## src/rtl/div_chan_sched.sv

```systemverilog
// div_chan_sched
//   Round-robin scheduler that shares one serial divider (quotient + weight
//   combine) among NCH delay channels. One requester is granted at a time. Its
//   operands are latched, the divider enable protocol is sequenced
//   (load low, calc high, flush low, commit high), and the 16-bit result is
//   returned tagged with the channel number.
//
// Ports
//   clk, rstn                  clock, asynchronous active-low reset
//   req[NCH]                   per-channel level request
//   dividend_in/divisor_in     29 bits per channel, packed at [29*i +: 29]
//   weight_in                  16 bits per channel, packed at [16*i +: 16]
//   ack[NCH]                   one-cycle pulse when a channel's operands are captured
//   res_valid/res_ch/res_data  one-cycle result strobe; channel and data are held
//   busy                       high whenever the scheduler is not idle
//   div_dividend/div_divisor/div_weight/div_enable   to the divider
//   div_result                 from the divider
//
// state   | meaning
// --------+-------------------------------------------------------------
// IDLE    | waiting for a request; grant taken on the way out
// LOAD    | operands driven, enable low for LOAD_CYC cycles
// CALC    | enable high for CALC_CYC cycles (iterative divide)
// FLUSH   | enable low for one cycle to rearm the divider counter
// COMMIT  | enable high for one cycle; divider publishes its result
// DONE    | result strobed out, pointer advanced past the served channel
module div_chan_sched #(
    parameter int NCH      = 4,
    parameter int LOAD_CYC = 2,
    parameter int CALC_CYC = 33
) (
    input  logic                 clk,
    input  logic                 rstn,
    input  logic [NCH-1:0]       req,
    input  logic [29*NCH-1:0]    dividend_in,
    input  logic [29*NCH-1:0]    divisor_in,
    input  logic [16*NCH-1:0]    weight_in,
    output logic [NCH-1:0]       ack,
    output logic                 res_valid,
    output logic [1:0]           res_ch,
    output logic [15:0]          res_data,
    output logic                 busy,
    output logic [28:0]          div_dividend,
    output logic [28:0]          div_divisor,
    output logic [15:0]          div_weight,
    output logic                 div_enable,
    input  logic [15:0]          div_result
);

    typedef enum logic [2:0] {
        S_IDLE, S_LOAD, S_CALC, S_FLUSH, S_COMMIT, S_DONE
    } state_t;

    state_t         state_q, state_d;
    logic [5:0]     cnt_q, cnt_d;
    logic [1:0]     ptr_q, ptr_d;
    logic [1:0]     gnt_q, gnt_d;
    logic [28:0]    dvd_q, dvd_d;
    logic [28:0]    dvs_q, dvs_d;
    logic [15:0]    wgt_q, wgt_d;
    logic [NCH-1:0] ack_q, ack_d;
    logic           en_q, en_d;
    logic           res_valid_q, res_valid_d;
    logic [1:0]     res_ch_q, res_ch_d;
    logic [15:0]    res_data_q, res_data_d;

    logic           sel_found;
    logic [1:0]     sel_idx;
    logic [1:0]     cand;

    // First asserted request scanning from the round-robin pointer upward.
    always_comb begin
        sel_found = 1'b0;
        sel_idx   = '0;
        cand      = '0;
        for (int k = 0; k < NCH; k++) begin
            cand = ptr_q + 2'(k);
            if (!sel_found && req[cand]) begin
                sel_found = 1'b1;
                sel_idx   = cand;
            end
        end
    end

    always_comb begin
        state_d     = state_q;
        cnt_d       = cnt_q;
        ptr_d       = ptr_q;
        gnt_d       = gnt_q;
        dvd_d       = dvd_q;
        dvs_d       = dvs_q;
        wgt_d       = wgt_q;
        res_ch_d    = res_ch_q;
        res_data_d  = res_data_q;
        ack_d       = '0;
        en_d        = 1'b0;
        res_valid_d = 1'b0;
        case (state_q)
            S_IDLE: begin
                if (sel_found) begin
                    gnt_d   = sel_idx;
                    dvd_d   = dividend_in[sel_idx*29 +: 29];
                    dvs_d   = divisor_in[sel_idx*29 +: 29];
                    wgt_d   = weight_in[sel_idx*16 +: 16];
                    ack_d   = NCH'(1) << sel_idx;
                    cnt_d   = 6'(LOAD_CYC - 1);
                    state_d = S_LOAD;
                end
            end
            S_LOAD: begin
                if (cnt_q == '0) begin
                    cnt_d   = 6'(CALC_CYC - 1);
                    en_d    = 1'b1;
                    state_d = S_CALC;
                end else begin
                    cnt_d = cnt_q - 6'd1;
                end
            end
            S_CALC: begin
                if (cnt_q == '0) begin
                    state_d = S_FLUSH;
                end else begin
                    en_d  = 1'b1;
                    cnt_d = cnt_q - 6'd1;
                end
            end
            S_FLUSH: begin
                en_d    = 1'b1;
                state_d = S_COMMIT;
            end
            S_COMMIT: begin
                res_valid_d = 1'b1;
                res_ch_d    = gnt_q;
                state_d     = S_DONE;
            end
            S_DONE: begin
                res_data_d = div_result;
                ptr_d      = gnt_q + 2'd1;
                state_d    = S_IDLE;
            end
            default: state_d = S_IDLE;
        endcase
    end

    always_ff @(posedge clk or negedge rstn) begin
        if (!rstn) begin
            state_q     <= S_IDLE;
            cnt_q       <= '0;
            ptr_q       <= '0;
            gnt_q       <= '0;
            dvd_q       <= '0;
            dvs_q       <= '0;
            wgt_q       <= '0;
            ack_q       <= '0;
            en_q        <= 1'b0;
            res_valid_q <= 1'b0;
            res_ch_q    <= '0;
            res_data_q  <= '0;
        end else begin
            state_q     <= state_d;
            cnt_q       <= cnt_d;
            ptr_q       <= ptr_d;
            gnt_q       <= gnt_d;
            dvd_q       <= dvd_d;
            dvs_q       <= dvs_d;
            wgt_q       <= wgt_d;
            ack_q       <= ack_d;
            en_q        <= en_d;
            res_valid_q <= res_valid_d;
            res_ch_q    <= res_ch_d;
            res_data_q  <= res_data_d;
        end
    end

    // The divider's result appears during DONE, so it is passed straight
    // through while res_valid is high and held from the register afterwards.
    assign res_data     = res_valid_q ? div_result : res_data_q;
    assign res_valid    = res_valid_q;
    assign res_ch       = res_ch_q;
    assign ack          = ack_q;
    assign busy         = (state_q != S_IDLE);
    assign div_dividend = dvd_q;
    assign div_divisor  = dvs_q;
    assign div_weight   = wgt_q;
    assign div_enable   = en_q;

endmodule
```

## config.mk

```make
export PLATFORM = sky130hd
export DESIGN_NAME = div_chan_sched
export DESIGN_NICKNAME = d
export VERILOG_FILES = /design/src/rtl/div_chan_sched.sv
export SDC_FILE = /design/constraint.sdc
export NUM_CORES = 1
export LEC_CHECK = 0
export ABC_CLOCK_PERIOD_IN_PS = 3600
export BUFFER_PORTS_ARGS = -buffer_cell sky130_fd_sc_hd__buf_2
export CAP_MARGIN = 20
export CORE_AREA = 2 2 161 163
export CTS_CLUSTER_SIZE = 30
export DETAILED_ROUTE_END_ITERATION = 10
export DIE_AREA = 0 0 163 165
export GPL_ROUTABILITY_DRIVEN = 0
export PLACE_DENSITY = 0.58
export SLEW_MARGIN = 40
export SYNTH_ARGS = -nofsm -noshare
export SYNTH_HDL_FRONTEND = slang
export SYNTH_SLANG_ARGS = --single-unit
```

## constraint.sdc

```tcl
create_clock -name clk -period 3.6 [get_ports clk]
set_clock_uncertainty 0.15 [all_clocks]
set_input_delay 0.18 -clock clk [delete_from_list [all_inputs] [get_ports clk]]
set_output_delay 0.18 -clock clk [all_outputs]
set_load 0.01 [all_outputs]
```

# Word-level counts from Yosys, hierarchy flattened
# Index checks and enable logic that the tools add are counted.
# classes
add_sub_neg,5
multipliers,1
magnitude_cmp,4
n_eq_ne,9
n_shift,4
muxes,31
n_reduce_logical,13
# ops
cell,count
$shiftx 116x8->29,2
$shiftx 64x7->16,1
$mux 6,3
$pmux 6 s3,1
$mux 16,1
$pmux 3 s5,1
$lt 2x3->1 const B,4
$mux 1,11
$mux 3,3
$bmux 1 s2,4
$mux 2,4
$mux 4,2
$ne 2x2->1 const B,4
$mul 2x5->7 const B,1
$eq 3x2->1 const B,2
$eq 3x3->1 const B,2
$logic_not 6->1,1
$reduce_and 3->1,2
$reduce_bool 3->1,2
$sub 6x1->6 const B,1
$add 2x1->2 const B,2
$add 2x2->2 const B,2
$shl 1x2->4 const A,1
$eq 3x1->1 const B,1
5 further kinds,9
# word_totals
regBits,111
input_bits,318
output_inout_bits,99
wordCells,79

# Longest topological paths before layout
# Gate-level depths: netlist (run 1).
# depth
depth_word,15
ltp_mapped,8

# Worst setup path before layout (run 1)
# Ideal clock, no wire load.
# synth_path
path_type,flip-flop to flip-flop
from,register cnt_q[0]
to,register cnt_q[4]
setup_time_ns,0.087
arrival_time_ns,1.806
required_ns,3.363
setup_slack_ns,1.558
path_stages_with_launch,9
cell_sequence,dfrtp_1 > inv_1 > ha_1 > or3b_1 > clkbuf_1 > o21ai_1 > a21o_1 > or4_1 > o211ai_1
# synth_via
elab_chain_cells,3
# synth_lines
item,line,text
from (decl),55,"logic [5:0] cnt_q, cnt_d;"
from (signal assigned),161,cnt_q <= cnt_d;
$sub 6x1->6 or $logic_not 6->1 (tied branches),-,
"$mux 6, or another cell as far along",120,if (cnt_q == '0) begin
$pmux 6 s3 or $reduce_and 3->1 (tied branches),-,
# Parallel ways exist; a longest one is shown, timed or not. The select of a mux whose other input is x is not followed.
# A chain may end at the register's enable or synchronous reset.

# Worst setup path after layout (run 1)
# layout_path
from,register ptr_q[0]
to,register dvd_q[25] (netlist: div_dividend[25])
# layout_via
elab_chain_cells,14
# layout_lines
item,line,text
from (decl),56,"logic [1:0] ptr_q, ptr_d;"
from (signal assigned),162,ptr_q <= ptr_d;
branches (longest 14 deep; another with $mul 2x5->7),-,
to (signal assigned),164,dvd_q <= dvd_d;
to (decl),58,"logic [28:0] dvd_q, dvd_d;"
# Several ways; the timed one is not identified. The select of a mux whose other input is x is not followed.

==> flow_summary.ini, run 1 <==
[critical_path]
cp_num_buf_inv = 5
required_ns = 3.69
critPathLaunchType = register
path_cells = inv_1 > a21oi_1 > o32a_4 > buf_12 > buf_4 > mux2i_1 > dlygate4sd3_1 > o221ai_1 > dlygate4sd3_1
critPathArrivalTime_ns = 3.38
worstSetupPathType = register to register
cp-startpoint = ptr_q[0]
slowest_stage = dlygate4sd3_1
worstSetupEndpointType = register
worstRegToRegCells = 9
cpMostUsedCell = dlygate4sd3_1
crit_family = buffers and inverters
critical_path.endpoint = div_dividend[25]
timing.rr.start = ptr_q[0]
r2r-end = div_dividend[25]
cp_num_cells = 9
cp_slowest_stage_delay_ns = 0.58
crit_fanout = 32
ff2ff_setup_slack_ns = 0.31

[power_and_ir_drop]
power_w = 0.00280
ir_drop_mv = 0.175
p_leak_nw = 5.24
powerDensity_nw_per_um2 = 266

[logic_synthesis]
synth.cell_area_um2 = 6580
ys.flop_type = dfrtp_1
synthCells = 576
yosysWarnings = 0
syn_area_per_cell_um2 = 11.4
synth_edf_count = 0
syn_nets = 895
synth_cell_type_count = 39
synth.top_cells.by_area = dfrtp_1 (42%), mux2i_1 (23%), o221ai_2 (6.8%)
synth_top_area_cell = dfrtp_1
seq_area_frac_synth_pct = 42.2
synth-seq-cells = 111
netlist.area_leader.share_pct = 42.2
async_reset_ff_share_pct = 100

[sta]
max_freq_mhz = 304
final_max_slew_viol_count = 0
setup_viol = 0
fin_crit_ns = 3.29
fin_crit_sh_pct = 91.4
slew_headroom_pct = 54.2
setup_tns_ns = 0
rsz0062_at_grt = false
final_hold_viol_count = 0
tightest_slew_ns = 0.687
hold_ws_ns = 0.0123

[outcome]
status = completed

[final_layout]
nNetsFinal = 1413
diodes = 0
nFillCells = 2372
drive_gt1_share_pct = 47.2
area_growth_pct = 59.9
fin_util_pct = 42.0
final_cells = 1429

[global_routing]
grt_pass1_vias = 6606
grt_pass1_wl_mm = 34.0
overflow = 0
grt_util_all_layers_pct = 16.3
antenna_found_initial = 0
grt_max_degree = 63

[clock_network]
cts_htree_levels = 3
cts.sinks = 111
clock_latency_ns = 0.35
cts_buffer_depth = 2
clk_pin_slew_ns = 0.08
cts_tree = yes
cts_setup_buffers = 0
numCtsBuffers = 9
cts_root_buffer = clkbuf_16

[die]
start_util_pct = 26.3
die_w_um = 163
ios = 417
core-area_um2 = 25000
row_count = 58
dieArea_um2 = 26900
die_y_um = 165

[drt]
drtPass1Iterations = 4
routedWlPerCell_um = 16.3
wl_mm = 23.4
vias = 6654
drt_iter0_markers = 324
post-route-drc-count = 0
drtAntennaViolNets = 0
viasPerCell = 4.66

[run]
maxCapViolCount = 0

[placement]
place_inst = 1285
dp_hpwl_mm = 16.8
port_buffers = 416

[hold_path]
hold_class = input port to register
## Yosys cell counts (2+ instances only)
library cell / n
a21oi_1: 6
clkbuf_1: 14
o221ai_2: 30
o21ai_1: 2
a21o_1: 3
o31ai_1: 3
mux2i_1: 148
nand2b_1: 2
nor2b_1: 4
nor2_1: 6
or4_1: 2
mux2_2: 34
o221ai_1: 45
nand2_1: 90
buf_2: 14
o21bai_1: 2
buf_6: 13
a2bb2oi_1: 2
or2_2: 2
dfrtp_1: 111
o21ai_0: 10
buf_4: 9
inv_1: 8
## what timing repair did
action                     CTS  global route
setup endpoints to repair    0             1
hold endpoints to repair   114             0
resized for setup            0             1
hold buffers               128             0
## worst min-delay path, delay by kind of cell
family / cells / cell delay, ns
multiplexers: 1 / 0.06
buffers and inverters: 1 / 0.07
AO/OA/AOI/OAI: 1 / 0.17
## per-stage QoR
| step | cell area (um2) | worst slack [ns] |
|---|---|---|
| floorplan | 6580 | 1.56 |
| CTS | 10500 | 0.183 |
| finish | 10500 | 0.309 |
| detailed placement | 8930 | 1.01 |
| global placement | 8930 | 1.08 |
| global route | 10500 | 0.115 |
## per-layer routing
layer  GRT usage (%)  vias to the layer above  wire (um)
li1                -                     3207          -
met1            18.0                     3144       8990
met2            31.4                      280      12500
met3            2.81                       23       1380
met4            5.67                        0        489
met5               0                        -          0
## how the worst min path moves through the flow
| stage | start | cells after the start | slack [ns] | to |
|---|---|---|---|---|
| floorplan | rstn | 0 | -0.27 | ack[0] |
| CTS | divisor_in[42] | 3 | 0.0002 | div_divisor[13] |
| finish | divisor_in[104] | 3 | 0.01 | div_divisor[17] |
| detailed placement | rstn | 1 | 0.11 | div_dividend[19] |
| global route | dividend_in[40] | 3 | 0.02 | div_dividend[11] |
| global placement | rstn | 1 | 0.10 | div_dividend[19] |
## where the power goes
part / switching (W) / total, W / internal, W
Sequential: 0.00000396 / 0.00126 / 0.00125
Combinational: 0.000228 / 0.000544 / 0.000316
Clock: 0.000506 / 0.000993 / 0.000487
## cells by family (layout without fill, tap and decap cells)
kind of cell | after synthesis | count (layout) | synth area share (%)
AO/OA/AOI/OAI | 109 | 109 | 16.1
XOR/XNOR | 2 | 2 | 0.266
adder cells (fa/ha/maj) | 1 | 1 | 0.190
buffers and inverters | 58 | 581 | 5.57
flip-flops | 111 | 111 | 42.2
multiplexers | 182 | 182 | 28.3
AND/OR/NAND/NOR | 113 | 113 | 7.30
## cell usage in the layout, fill, tap and decap left out, types with 2 or more instances in the layout
cell,synthesis,routed
dlygate4sd3_1,0,128
mux2_2,34,34
nand2_1,90,89
a2bb2oi_1,2,2
inv_1,8,8
clkbuf_16,0,9
inv_8,0,2
buf_4,9,8
dfrtp_1,111,111
mux2i_1,148,148
nor2b_1,4,4
or2_2,2,2
a21o_1,3,3
o221ai_1,45,45
o21ai_1,2,2
o21bai_1,2,2
nor2_1,6,6
a21oi_1,6,6
o21ai_0,10,10
clkinv_4,0,3
buf_12,0,6
o221ai_2,30,30
buf_2,14,415
or4_1,2,2
o31ai_1,3,3
## layout make-up
type | instances | area, um2 | share of cell area [%]
clock inverters | 7 | 65.1 | 0.619
clock buffers | 9 | 225 | 2.14
well taps | 330 | 413 | 3.93
repair buffers | 557 | 3540 | 33.6
inverters | 8 | 30.0 | 0.286
multi-input cells | 407 | 3470 | 33.0
flip-flops and latches | 111 | 2780 | 26.4
## flip-flops by register name, indices dropped and copies added, names as in the netlist
register      count
ack               4
cnt_q             6
div_dividend     29
div_divisor      29
div_enable        1
div_weight       16
gnt_q             2
ptr_q             2
res_ch            2
res_data_q       16
res_valid         1
state_q           3
(Power assumes the default switching activity.)
==> run 2: changes to the inputs <==
- ABC_CLOCK_PERIOD_IN_PS: 3600 -> 4100
- clock period: 3.6 -> 4.1 ns (I/O delays scaled with it)
==> flow_summary.ini, run 2 (synthesis gave the netlist of run 1 again) <==
[outcome]
status = completed

[sta]
fin_crit_sh_pct = 63.9
final_hold_viol_count = 0
hold_ws_ns = 0.0159
tightest_slew_ns = 0.720
max_freq_mhz = 382
layout_setup_ws_ns = 1.48
rsz0062_at_grt = false
slew_headroom_pct = 52.0
setup_viol = 0
final_max_slew_viol_count = 0
setup_tns_ns = 0
fin_crit_ns = 2.62

[critical_path]
critPathArrivalTime_ns = 2.68
worstSetupEndpointType = register
required_ns = 4.16
crit_fanout = 28
ff2ff_setup_slack_ns = 1.48
critPathLaunchType = register
slowest_stage = dlygate4sd3_1
cp_slowest_stage_delay_ns = 0.56
worstSetupPathType = register to register
path_cells = a21oi_1 > o32a_4 > buf_12 > mux2i_1 > dlygate4sd3_1 > o221ai_1

[die]
dieArea_um2 = 26900
start_util_pct = 26.3
row_count = 58
die_y_um = 165
core-area_um2 = 25000
ios = 417
die_w_um = 163

[clock_network]
cts_root_buffer = clkbuf_16
numCtsBuffers = 9
cts_resized = 0
cts_setup_buffers = 0
cts_htree_levels = 3
cts_tree = yes
clk_pin_slew_ns = 0.09
hold_buffers = 19
clock_latency_ns = 0.35
cts_buffer_depth = 2
cts.sinks = 111

[final_layout]
diodes = 0
nFillCells = 2516
nNetsFinal = 1311
drive_gt1_share_pct = 52.7
stdcell_area_um2 = 9450
fin_util_pct = 37.7
mostFrequentLayoutCell = buf_2
area_growth_pct = 43.6
layout_common_cells = buf_2 (415), mux2i_1 (148), dfrtp_1 (111)

[power_and_ir_drop]
p_switching_w = 0.000626
powerDensity_nw_per_um2 = 252
ir_drop_mv = 0.115
swShare_pct = 26.3
p_leak_nw = 4.72
p_int_w = 0.00176
clkPwrFrac_pct = 36.5
combinationalPowerShare_pct = 17.2
seqPwrFrac_pct = 46.4

[drt]
drtAntennaViolNets = 0
routed.top_layer = met4
wl_met2_mm = 11.4
routedWlPerCell_um = 16.5
drt-met1-wl_mm = 8.53
wl_mm = 22.0
viasPerCell = 4.64
drt_iter0_markers = 230
vias = 6158
wl_met3_mm = 1.43
post-route-drc-count = 0
drtPass1Iterations = 4

[global_routing]
grt_pass1_wl_mm = 31.7
grt_util_all_layers_pct = 15.3
overflow = 0
antenna_found_initial = 0
grt_max_degree = 61
grt_pass1_vias = 6035

[placement]
pre_cts_ws_ns = 1.41
dp_hpwl_mm = 17.1
port_buffers = 416
place_area_um2 = 8970

[hold_path]
hold_class = input port to asynchronous set/reset pin

[run]
maxCapViolCount = 0
[run 2: cell count changes in the layout (fill, tap and decap cells not counted), moves of 2 or more]
cell | before | now
buf_12 | 6 | 4
buf_4 | 8 | 16
dlygate4sd3_1 | 128 | 19
inv_8 | 2 | 0
[run 2: through the flow]
stage | power [W] | std cells
after detailed placement | 0.00153 | 1292
after CTS | 0.00243 | 1327
after global routing | 0.00250 | 1327
after floorplan | 0.00129 | 576
after global placement | 0.00153 | 1291
final | 0.00238 | 1327
[run 2: path summary, 6_finish.rpt]
| check | from | endpoint | cells after the start |
|---|---|---|---|
| worst min register to register | div_weight[11] | div_weight[11] | 2 |
| worst min-delay path | rstn | res_data_q[10] | 2 |
| max in group asynchronous | rstn | div_weight[5] | 3 |
| worst max-delay path | ptr_q[1] | div_divisor[21] | 6 |
| min in group clk | dividend_in[48] | div_dividend[19] | 3 |
| worst max register to register | ptr_q[1] | div_divisor[21] | 6 |
[run 2: power groups by stage]
stage | Clock, W | Sequential [W] | Combinational [W]
floorplan | 0 | 0.00113 | 0.000168
global placement | 0 | 0.00113 | 0.000399
detailed placement | 0 | 0.00113 | 0.000399
finish | 0.000869 | 0.00111 | 0.000409
CTS | 0.000909 | 0.00110 | 0.000414
global route | 0.000947 | 0.00111 | 0.000444
[run 2: cell type report]
class | count | area, um2 | share of cell area, %
multi-input cells | 407 | 3470 | 36.7
flip-flops and latches | 111 | 2780 | 29.4
repair buffers | 455 | 2480 | 26.2
well taps | 330 | 413 | 4.37
clock buffers | 11 | 243 | 2.57
clock inverters | 5 | 41.3 | 0.437
inverters | 8 | 30.0 | 0.318
[run 2: metal layers]
metal	vias up	global-route usage (%)
met2	276	28.5
met5	-	0
met1	2867	17.4
met3	23	2.16
met4	0	6.52
li1	2992	-
[run 2: critical path, delay by kind of cell, from the launching register on]
kind,cells,cell delay [ns]
flip-flops,1,0.44
buffers and inverters,2,0.84
multiplexers,1,0.19
AO/OA/AOI/OAI,3,0.83
==> run 3: changes to the inputs <==
- ABC_AREA: not set -> 1
- ABC_CLOCK_PERIOD_IN_PS: 4100 -> 2300
- CORE_AREA: 2 2 161 163 -> not set
- CORE_ASPECT_RATIO: not set -> 0.8
- CORE_MARGIN: not set -> 2
- CORE_UTILIZATION: not set -> 30
- DIE_AREA: 0 0 163 165 -> not set
- PLACE_DENSITY: 0.58 -> 0.63
- clock period: 4.1 -> 2.3 ns (I/O delays scaled with it)
==> flow_summary.ini, run 3 <==
[outcome]
status = finished with violations
violations = negative setup slack

[placement]
dp_hpwl_mm = 22.2
place_area_um2 = 10700
pre_cts_ws_ns = -0.189
place_inst = 2055
port_buffers = 416

[power_and_ir_drop]
powerDensity_nw_per_um2 = 1540
ir_drop_mv = 0.984
p_leak_nw = 8.20

[critical_path]
timing.rr.start = ptr_q[0]
required_ns = 2.46
r2r-end = div_dividend[7]
worstSetupEndpointType = register
critPathArrivalTime_ns = 2.60
critPathLaunchType = register
crit_fanout = 7
ff2ff_setup_slack_ns = -0.15
worstSetupPathType = register to register
worstRegToRegCells = 16

[final_layout]
layout_common_cells = buf_2 (415), nand2_1 (384), inv_1 (262)
nFillCells = 2408
multiInputGateArea_um2 = 4460
area_growth_pct = 79.2
fin_util_pct = 54.8
final_cells = 2307
drive_gt1_share_pct = 33.6
seq_area_um2 = 2780
mostFrequentLayoutCell = buf_2
nNetsFinal = 2260
stdcell_area_um2 = 14400

[global_routing]
antenna_found_initial = 5
grt_max_degree = 86
grt_util_all_layers_pct = 24.1
grt_pass1_wl_mm = 54.2
overflow = 0
grt_pass1_vias = 10892

[logic_synthesis]
async_reset_ff_share_pct = 100
syn_nets = 1623
synth.cell_area_um2 = 8030
yosysWarnings = 0
seq_area_frac_synth_pct = 34.6
synth-seq-cells = 111
netlist.area_leader.share_pct = 34.6
synth.top_cells.by_area = dfrtp_1 (35%), nand2_1 (19%), nand3_1 (17%)
syn_area_per_cell_um2 = 6.16
ys.flop_type = dfrtp_1
synth_common_cells = nand2_1 (403), nand3_1 (269), inv_1 (265), dfrtp_1 (111), or2_1 (39)
synth_edf_count = 0
synthCells = 1304
yosysMostFrequentCell = nand2_1
synth_cell_type_count = 30
synth_top_area_cell = dfrtp_1

[clock_network]
clk_pin_slew_ns = 0.09
clock_latency_ns = 0.36
numCtsBuffers = 9
cts.sinks = 111
cts_buffer_depth = 2
cts_htree_levels = 3
cts_root_buffer = clkbuf_16
cts_tree = yes

[die]
ios = 417
row_count = 53
core-area_um2 = 26300
die_w_um = 187
dieArea_um2 = 28100
start_util_pct = 30.6
die_y_um = 150

[sta]
hold_ws_ns = 0.0104
fin_crit_ns = 2.45
setup_viol = 79
final_max_slew_viol_count = 0
tightest_slew_ns = 0.692
layout_setup_ws_ns = -0.146
final_hold_viol_count = 0
fin_crit_sh_pct = 106
max_freq_mhz = 409
slew_headroom_pct = 53.9
rsz0062_at_grt = true

[hold_path]
min_from = divisor_in[68]
min_to = div_divisor[10]
min_delay_path_depth = 7
hold_class = input port to register

[drt]
vias = 11176
drtPass1Iterations = 6
wl_mm = 38.5
routedWlPerCell_um = 16.7
drtAntennaViolNets = 0
drt_iter0_markers = 805
post-route-drc-count = 0
viasPerCell = 4.84

[run]
maxCapViolCount = 0
run 3: changes by cell type in the layout (fill, tap and decap cells not counted), moves of 27 or more:
cell	change
nand2_1	+295
inv_1	+254
nand3_1	+181
dlygate4sd3_1	+174
mux2i_1	-148
nand3_2	+82
o221ai_1	-45
or2_1	+37
or2_0	+36
mux2_2	-34
o221ai_2	-30
nor2_1	+27
run 3: repair_timing:
item,CTS,global route
hold endpoints to repair,118,0
hold buffers,193,0
gates cloned,4,15
endpoints found under the setup margin,74,81
buffers inserted,12,9
resized for setup,56,135
pin swaps,7,28
run 3: cell type report:
| class | instances | area share [%] |
|---|---|---|
| clock inverters | 7 | 0.565 |
| repair buffers | 699 | 37.3 |
| well taps | 357 | 3.11 |
| clock buffers | 9 | 1.57 |
| inverters | 268 | 7.06 |
| flip-flops and latches | 111 | 19.3 |
| diodes | 4 | 0.0696 |
| multi-input cells | 851 | 31.0 |
| repair inverters | 1 | 0.0522 |
run 3: per-stage QoR:
step                      setup TNS [ns]  power, W
after floorplan                        0    0.0115
after global placement             -7.18    0.0154
after detailed placement           -7.58    0.0157
after CTS                         -0.888    0.0195
after global routing              -18.80    0.0240
final                              -7.04    0.0222
run 3: report_power, final:
group	leakage, nW	switching, W	internal, W
logic	6.68	0.00955	0.00746
clock network	0.150	0.000902	0.000787
registers	1.37	0.000581	0.00294
run 3: critical path, cell delays in order, from the launching register on:
cell	delay, ns
dfrtp_2	0.50
buf_6	0.15
nand2_1	0.05
nand2_1	0.09
nand2_2	0.09
nand2_2	0.07
nor2_4	0.11
buf_6	0.12
nand3b_1	0.09
nand3_2	0.09
buf_6	0.12
clkinvlp_4	0.11
nor2_4	0.12
buf_12	0.16
clkbuf_16	0.18
nand3_1	0.09
nand3_1	0.09
run 3: routing by layer:
metal / share of wire [%] / up-vias / GRT usage, %
met2: 47 / 639 / 40.9
met3: 8.0 / 201 / 6.78
met1: 40 / 5115 / 28.2
met5: 0.031 / - / 0
li1: - / 5219 / -
met4: 5.2 / 2 / 12.5
run 3: cell families after synthesis:
| family | share of synthesized area, % |
|---|---|
| compound gates | 3.48 |
| xor+xnor | 0.109 |
| fa+ha+maj | 0.156 |
| buf+inv | 17.5 |
| flops | 34.6 |
| simple gates | 44.2 |
run 3: worst max-delay path by stage:
stage          startpoint          endpoint  depth (start not counted)
2_1_floorplan    ptr_q[0]  div_dividend[11]                         14
3_3_place_gp     ptr_q[0]    div_divisor[9]                         11
3_5_place_dp     ptr_q[0]     div_weight[3]                         15
4_1_cts          ptr_q[0]   div_dividend[7]                         15
5_1_grt          ptr_q[0]   div_divisor[21]                         16
6_report         ptr_q[0]   div_dividend[7]                         16
